<file path="src/rtl/div_issue_queue.sv">
// div_issue_queue: front end of the iterative divider. It buffers DIV/DIVU/REM/REMU operands,
//   issues them one at a time to the divider, and returns results to writeback in program order.
// Latency: an accepted request is visible on div_valid_o one cycle later. A local completion
//   (illegal funct3 or fast path) is visible on wb_valid_o one cycle after accept if it is at the head.
//   A divider result passes combinationally from divres_* to wb_*.
// Backpressure: req_ready_o depends only on registered occupancy, so there is no pop-through when full.
//   divres_ready_o follows wb_ready_o while a divider op is at the head of the order queue.
//
// Optional feature macro: DIVQ_FASTPATH_EN. When it is defined, valid requests with trivial
//   operands are completed locally at accept time: b==0, then b==1, then a==0.
//
// Ports:
//   clk, rst                  clock; synchronous active-high reset
//   req_*_i / req_ready_o     EXU request {funct3, a, b, tag}, valid/ready
//   div_*_o / div_ready_i     operand issue to the divider; the opcode is funct3[1:0]
//                             (00 DIV, 01 DIVU, 10 REM, 11 REMU)
//   divres_*                  divider result, valid/ready
//   wb_*                      in-order writeback {data, tag}, valid/ready
//   busy_o                    order queue non-empty
// Parameters: RQ_DEPTH and OQ_DEPTH must be powers of two and at least 2, with OQ_DEPTH >= RQ_DEPTH.
module div_issue_queue #(
  parameter int RQ_DEPTH = 4,
  parameter int OQ_DEPTH = 4,
  parameter int TAG_W    = 5
) (
  input  logic             clk,
  input  logic             rst,
  // request from EXU issue stage
  input  logic             req_valid_i,
  output logic             req_ready_o,
  input  logic [2:0]       req_funct3_i,
  input  logic [31:0]      req_a_i,
  input  logic [31:0]      req_b_i,
  input  logic [TAG_W-1:0] req_tag_i,
  // issue to divider
  output logic             div_valid_o,
  input  logic             div_ready_i,
  output logic [31:0]      div_dataA_o,
  output logic [31:0]      div_dataB_o,
  output logic [1:0]       div_opcode_o,
  // divider result
  input  logic             divres_valid_i,
  output logic             divres_ready_o,
  input  logic [31:0]      divres_data_i,
  // writeback
  output logic             wb_valid_o,
  input  logic             wb_ready_i,
  output logic [31:0]      wb_data_o,
  output logic [TAG_W-1:0] wb_tag_o,
  output logic             busy_o
);

  localparam int RQ_PW = $clog2(RQ_DEPTH);
  localparam int RQ_CW = RQ_PW + 1;
  localparam int OQ_PW = $clog2(OQ_DEPTH);
  localparam int OQ_CW = OQ_PW + 1;

  localparam logic [RQ_PW-1:0] RQ_PTR_ONE  = RQ_PW'(1);
  localparam logic [RQ_CW-1:0] RQ_CNT_ONE  = RQ_CW'(1);
  localparam logic [RQ_CW-1:0] RQ_CNT_FULL = RQ_CW'(RQ_DEPTH);
  localparam logic [OQ_PW-1:0] OQ_PTR_ONE  = OQ_PW'(1);
  localparam logic [OQ_CW-1:0] OQ_CNT_ONE  = OQ_CW'(1);
  localparam logic [OQ_CW-1:0] OQ_CNT_FULL = OQ_CW'(OQ_DEPTH);

  localparam logic [31:0] ILLEGAL_RES = 32'hDEAD_BEEF;

  typedef enum logic [1:0] {
    OP_DIV  = 2'b00,
    OP_DIVU = 2'b01,
    OP_REM  = 2'b10,
    OP_REMU = 2'b11
  } div_op_e;

  // ---------------------------------------------------------------------------
  // Storage. Entries are only written on push. Reset clears the pointers and
  // counters, so a stale entry is never read.
  // ---------------------------------------------------------------------------
  logic [31:0]      rq_a_q   [RQ_DEPTH];
  logic [31:0]      rq_b_q   [RQ_DEPTH];
  div_op_e          rq_op_q  [RQ_DEPTH];
  logic [TAG_W-1:0] oq_tag_q [OQ_DEPTH];
  logic             oq_loc_q [OQ_DEPTH];
  logic [31:0]      oq_res_q [OQ_DEPTH];

  logic [RQ_PW-1:0] rq_wr_q, rq_wr_d, rq_rd_q, rq_rd_d;
  logic [RQ_CW-1:0] rq_cnt_q, rq_cnt_d;
  logic [OQ_PW-1:0] oq_wr_q, oq_wr_d, oq_rd_q, oq_rd_d;
  logic [OQ_CW-1:0] oq_cnt_q, oq_cnt_d;

  logic        rq_full, rq_empty, oq_full, oq_empty;
  logic        req_fire, rq_push, rq_pop, oq_push, oq_pop;
  logic        req_local;
  logic [31:0] req_res;
  div_op_e     req_op;
  logic        head_loc;

  assign rq_full  = (rq_cnt_q == RQ_CNT_FULL);
  assign rq_empty = (rq_cnt_q == '0);
  assign oq_full  = (oq_cnt_q == OQ_CNT_FULL);
  assign oq_empty = (oq_cnt_q == '0);

  // Readiness is based on registered state only. A writeback pop in the same
  // cycle does not open a slot until the next cycle.
  assign req_ready_o = !oq_full && !rq_full;
  assign req_fire    = req_valid_i && req_ready_o;
  assign req_op      = div_op_e'(req_funct3_i[1:0]);

  // ---------------------------------------------------------------------------
  // Local-completion decode. An illegal funct3 (bit2 clear) never reaches the
  // divider. With the fast path enabled, trivial operand cases also complete
  // locally. Their order of precedence is b==0, then b==1, then a==0.
  // ---------------------------------------------------------------------------
`ifdef DIVQ_FASTPATH_EN
  logic req_is_rem;
  assign req_is_rem = (req_op == OP_REM) || (req_op == OP_REMU);
`endif

  always_comb begin
    req_local = 1'b0;
    req_res   = '0;
    if (!req_funct3_i[2]) begin
      req_local = 1'b1;
      req_res   = ILLEGAL_RES;
    end
`ifdef DIVQ_FASTPATH_EN
    else if (req_b_i == 32'd0) begin
      req_local = 1'b1;
      req_res   = req_is_rem ? req_a_i : 32'hFFFF_FFFF;
    end else if (req_b_i == 32'd1) begin
      req_local = 1'b1;
      req_res   = req_is_rem ? 32'd0 : req_a_i;
    end else if (req_a_i == 32'd0) begin
      req_local = 1'b1;
      req_res   = 32'd0;
    end
`endif
  end

  // Every accepted op reserves its program-order slot. Only divider work
  // takes a slot in the operand queue.
  assign oq_push = req_fire;
  assign rq_push = req_fire && !req_local;

  // ---------------------------------------------------------------------------
  // Issue side
  // ---------------------------------------------------------------------------
  assign div_valid_o  = !rq_empty;
  assign rq_pop       = div_valid_o && div_ready_i;
  assign div_dataA_o  = div_valid_o ? rq_a_q[rq_rd_q] : '0;
  assign div_dataB_o  = div_valid_o ? rq_b_q[rq_rd_q] : '0;
  assign div_opcode_o = div_valid_o ? rq_op_q[rq_rd_q] : 2'b00;

  // ---------------------------------------------------------------------------
  // Completion side. The oq head decides where the writeback data comes from.
  // A local op waits behind an outstanding divider op, even if its result is
  // already known.
  // ---------------------------------------------------------------------------
  assign head_loc = oq_loc_q[oq_rd_q];

  always_comb begin
    wb_valid_o     = 1'b0;
    wb_data_o      = '0;
    wb_tag_o       = '0;
    divres_ready_o = 1'b0;
    if (!oq_empty) begin
      if (head_loc) begin
        wb_valid_o = 1'b1;
        wb_data_o  = oq_res_q[oq_rd_q];
      end else begin
        wb_valid_o     = divres_valid_i;
        wb_data_o      = divres_valid_i ? divres_data_i : '0;
        divres_ready_o = wb_ready_i;
      end
      if (wb_valid_o) begin
        wb_tag_o = oq_tag_q[oq_rd_q];
      end
    end
  end

  assign oq_pop = wb_valid_o && wb_ready_i;
  assign busy_o = !oq_empty;

  // ---------------------------------------------------------------------------
  // Pointer and occupancy next state. Depths are powers of two, so the
  // pointers wrap naturally.
  // ---------------------------------------------------------------------------
  always_comb begin
    rq_wr_d  = rq_wr_q;
    rq_rd_d  = rq_rd_q;
    rq_cnt_d = rq_cnt_q;
    oq_wr_d  = oq_wr_q;
    oq_rd_d  = oq_rd_q;
    oq_cnt_d = oq_cnt_q;

    if (rq_push) rq_wr_d = rq_wr_q + RQ_PTR_ONE;
    if (rq_pop)  rq_rd_d = rq_rd_q + RQ_PTR_ONE;
    case ({rq_push, rq_pop})
      2'b10:   rq_cnt_d = rq_cnt_q + RQ_CNT_ONE;
      2'b01:   rq_cnt_d = rq_cnt_q - RQ_CNT_ONE;
      default: rq_cnt_d = rq_cnt_q;
    endcase

    if (oq_push) oq_wr_d = oq_wr_q + OQ_PTR_ONE;
    if (oq_pop)  oq_rd_d = oq_rd_q + OQ_PTR_ONE;
    case ({oq_push, oq_pop})
      2'b10:   oq_cnt_d = oq_cnt_q + OQ_CNT_ONE;
      2'b01:   oq_cnt_d = oq_cnt_q - OQ_CNT_ONE;
      default: oq_cnt_d = oq_cnt_q;
    endcase
  end

  always_ff @(posedge clk) begin
    if (rst) begin
      rq_wr_q  <= '0;
      rq_rd_q  <= '0;
      rq_cnt_q <= '0;
      oq_wr_q  <= '0;
      oq_rd_q  <= '0;
      oq_cnt_q <= '0;
    end else begin
      rq_wr_q  <= rq_wr_d;
      rq_rd_q  <= rq_rd_d;
      rq_cnt_q <= rq_cnt_d;
      oq_wr_q  <= oq_wr_d;
      oq_rd_q  <= oq_rd_d;
      oq_cnt_q <= oq_cnt_d;
    end
  end

  always_ff @(posedge clk) begin
    if (rq_push) begin
      rq_a_q[rq_wr_q]  <= req_a_i;
      rq_b_q[rq_wr_q]  <= req_b_i;
      rq_op_q[rq_wr_q] <= req_op;
    end
    if (oq_push) begin
      oq_tag_q[oq_wr_q] <= req_tag_i;
      oq_loc_q[oq_wr_q] <= req_local;
      oq_res_q[oq_wr_q] <= req_res;
    end
  end

endmodule

</file>
<file path="config.mk">
export PLATFORM = sky130hd
export DESIGN_NAME = div_issue_queue
export DESIGN_NICKNAME = d
export VERILOG_FILES = /design/src/rtl/div_issue_queue.sv
export SDC_FILE = /design/constraint.sdc
export NUM_CORES = 1
export LEC_CHECK = 0
export ABC_CLOCK_PERIOD_IN_PS = 5580
export CAP_MARGIN = 15
export CORE_ASPECT_RATIO = 0.9
export CORE_UTILIZATION = 57
export CTS_CLUSTER_SIZE = 14
export DETAILED_ROUTE_END_ITERATION = 12
export GPL_ROUTABILITY_DRIVEN = 0
export PLACE_DENSITY = 0.88
export REMOVE_ABC_BUFFERS = 1
export SYNTH_ARGS = -nofsm -noshare
export SYNTH_HDL_FRONTEND = slang
export SYNTH_SLANG_ARGS = --single-unit
</file>
<file path="constraint.sdc">
create_clock -name clk -period 5.58 [get_ports clk]
set_input_delay 0.837 -clock clk [delete_from_list [all_inputs] [get_ports clk]]
set_output_delay 0.837 -clock clk [all_outputs]
set_load 0.1 [all_outputs]
</file>
==> results list <==
- Outcome: finished, final reports clean
* Type of destination of the critical path: primary output
- Detailed Route Iter0 Violations: 445
- The via count of the first global-routing pass came to between 6000 and 7000.
- Counting every instance in the synthesized netlist gives 614.
- Register bit total from synthesis: between 300 and 400
* Adder-cell share of the synthesized area: 1.356%
- From synthesis to final layout, the design area changed by 26.71%.
- Via count: between 6000 and 7000
- Max incr delay on CP: approximately 1100 ps
* Total overflow reported by the global router: 0
- Most common library cell in the layout ignoring fill and taps: sky130_fd_sc_hd__edfxtp_1
* Yosys synthesis warning count: 0
* Count of distinct cell types in the synthesized netlist: 33
- Total CTS buffers: 29
- Post-Route WL: between 20000 and 25000 um
* Synthesized-area fraction occupied by ao, oa, aoi and oai cells: 2.670%
- STA classifies the critical path startpoint as a flop.
- The number of buffers and inverters on the critical path is 1.
- Of the available clock period, the critical path in the final layout requires between 80% and 90%.
- DRC violation count after routing: 0
* Detailed-route vias per instance: 5.694
- The top cell types in the final layout, fill and taps aside, are sky130_fd_sc_hd__edfxtp_1, sky130_fd_sc_hd__clkdlybuf4s50_1, sky130_fd_sc_hd__and2_1.
- Post-Synthesis Cell Area: 12180 sq um
* Final worst clock skew: ~15 ps
- Multiplexer share of the synthesized area: about 14%
* Simple-gate portion of the synthesized area: around 6%
- Along the worst path, the maximum fanout reaches 26.
- Peak Freq: between 200 and 250 MHz
* CTS hold repair buffers: 0
* Maximum buffer depth of the clock tree: 3
- Entering global routing, the biggest net connects 68 pins.
- Number of antenna violations at the first check in global routing: 2
- The clock drives approximately 300 sinks.
- Total of endpoints with negative setup slack in the final report: 0
- Die X-Extent: 156.1 um
- Number of resized instances in the post-cts repair step: 0
- After routing the design area is 15440 sq um.
- H-tree Lvls: 1
* CTS clock-pin slew for the worst setup and hold paths: 60 ps
* Antenna diodes: 0
- Transition time of the tightest slew-check pin: 1086 ps
- Average cell area after synthesis: 19.84 sq um
- Prior to clock tree synthesis, the placed netlist has a worst setup slack of 1359 ps.
- For this run, the register share of the synthesized area comes to 73.94%.
- At the worst endpoint, the required time is 4740 ps.
* Crit path arrival time: between 3000 and 4000 ps
- Critical path type: flop to primary output
- Number of optimization iterations in the first detailed-route pass: 5
- Worst min-delay path startpoint: rq_wr_q[1]$_SDFFE_PP0P_
- CP max stage cell: sky130_fd_sc_hd__clkdlybuf4s50_1
- After routing, the total negative slack on setup checks comes to 0 ps.
* Xor and xnor area share after synthesis: 0.4313%
* Clock latency reported for the late side of the worst-skew pair: 540 ps
* Core ar.: 20900 sq um
* Cell Area, Placed: 14570 sq um
- Async S/R FF share, synth: 0%
- The final hold violation count is 0.
- Setup repair after global routing left no endpoint under its margin.
- Share of layout cells above drive strength 1: 17.31%
- Detailed placement finished with a half-perimeter wire length of 15310 um.
- In this run the remaining antenna-violating nets after routing total 0.
- Hold WC Path Type: flop to flop
- Among all flip-flop cells after synthesis, the most frequent one is sky130_fd_sc_hd__edfxtp_1.
* Area of the die: 21970 sq um
- After the last flow step, the layout net total stands at roughly 950.
- Clock tree from TritonCTS: yes
* Overall track demand over capacity in global routing: 23.34%
- Post-synth EDFFs: 288
* Main combinational cell family by area after synthesis: multiplexers
* Boundary pin count: about 220
* First-pass GRT wire length: 38680 um
- Start of the worst register-to-register path: rq_cnt_q[2]$_SDFFE_PP0P_
- Slew Limit Headroom: 27.62%
- Number of rows created at floorplan: 50
* Critical Path, Cell by Cell: mux4_2, nor3b_4, and2_1, clkdlybuf4s50_1
- Count of buffers added by post-CTS timing repair for setup: 0
* CTS root buf: sky130_fd_sc_hd__clkbuf_16
- Die span in y: 140.7 um
* Minimum setup slack in the final design: between 1000 and 1500 ps
- Delay-heaviest family, CP: buffers and inverters
- During placement, the flow inserted port buffers numbering 217.
* Max capacitance violation total: 0
- For this configuration, the core starts out at a cell density of 58.31%.
- The final count of pins violating max slew came to 0.
- Counting I/O delays and the setup requirement, the final critical path takes 4523 ps.
- Routed length per instance: 21.86 um
-- metrics by stage --
| step | instances | util [%] | hold slack (ps) |
|---|---|---|---|
| after floorplan | 582 | - | 472.0 |
| after global placement | 1087 | 69.71 | 486.5 |
| after detailed placement | 1087 | 69.71 | 515.3 |
| after CTS | 1141 | 73.89 | 523.3 |
| after global routing | 1141 | 73.89 | 539.2 |
| final | 1141 | 73.89 | 533.3 |
-- synthesized netlist by cell type, types with 3 or more instances --
cell type,instances,share of area [%]
sky130_fd_sc_hd__o21a_1,24,1.5
sky130_fd_sc_hd__and2_1,84,4.3
sky130_fd_sc_hd__a21oi_1,8,0.33
sky130_fd_sc_hd__buf_1,4,0.12
sky130_fd_sc_hd__dfxtp_1,18,3.0
sky130_fd_sc_hd__mux2_2,3,0.28
sky130_fd_sc_hd__or3_1,3,0.15
sky130_fd_sc_hd__inv_1,15,0.46
sky130_fd_sc_hd__ha_1,10,1.0
sky130_fd_sc_hd__mux4_1,3,0.65
sky130_fd_sc_hd__edfxtp_1,288,71
sky130_fd_sc_hd__and3_1,4,0.21
sky130_fd_sc_hd__nand4_1,4,0.21
sky130_fd_sc_hd__nor2_1,14,0.43
sky130_fd_sc_hd__nor2b_1,3,0.15
sky130_fd_sc_hd__buf_2,13,0.53
sky130_fd_sc_hd__clkbuf_1,12,0.37
sky130_fd_sc_hd__o31ai_1,6,0.37
sky130_fd_sc_hd__mux4_2,69,13
sky130_fd_sc_hd__xor2_1,6,0.43
-- routing by layer --
layer / wire length (um) / track usage (%)
met1: 10290 / 31.30
met2: 12430 / 38.67
met3: 1568 / 5.410
met4: 623 / 6.605
met5: 27 / 0
-- area by class of cell --
cell class	count	area [sq um]
Multi-Input combinational cell	261	2982
Tap cell	286	357.8
Timing Repair Buffer	219	2155
Inverter	15	56.30
Clock buffer	36	782.0
Sequential cell	306	9016
Clock inverter	18	90.09
Fill cell	1246	5456
-- cell families after synthesis --
family | after synthesis
buffers and inverters | 47
DFF | 306
xor gates and xnor gates | 6
AOI/OAI and AO/OA | 45
muxes | 77
and+or+nand+nor | 121
adders and majority gates | 12
-- flip-flops by register name, summed over array words and instances (netlist names), named ones only --
signal    cells
oq_cnt_q      3
oq_rd_q       2
oq_res_q      4
oq_tag_q     20
oq_wr_q       2
rq_a_q      128
rq_b_q      128
rq_cnt_q      3
rq_op_q       8
rq_rd_q       2
rq_wr_q       2
-- path summary, 6_finish.rpt --
check                             end  depth (start not counted)  slack (ps)
min           rq_wr_q[1]$_SDFFE_PP0P_                          2         530
max                     wb_data_o[20]                          4        1060
max reg2reg  oq_cnt_q[2]$_SDFFE_PP0P_                          9        2660
min reg2reg   rq_wr_q[1]$_SDFFE_PP0P_                          2         530
-- worst register-to-register path: stages, from the launching register on --
cell and delay [ps]:
sky130_fd_sc_hd__dfxtp_1 410, sky130_fd_sc_hd__nor3b_1 700, sky130_fd_sc_hd__nor2_1 280, sky130_fd_sc_hd__nand2_1 140, sky130_fd_sc_hd__ha_1 190, sky130_fd_sc_hd__inv_1 60, sky130_fd_sc_hd__fa_1 370, sky130_fd_sc_hd__xor2_1 180
sky130_fd_sc_hd__or3_1 320, sky130_fd_sc_hd__a21oi_1 180
Power is not shown: default switching activity piles up to over one toggle a cycle in this logic, so the estimate is an artifact.
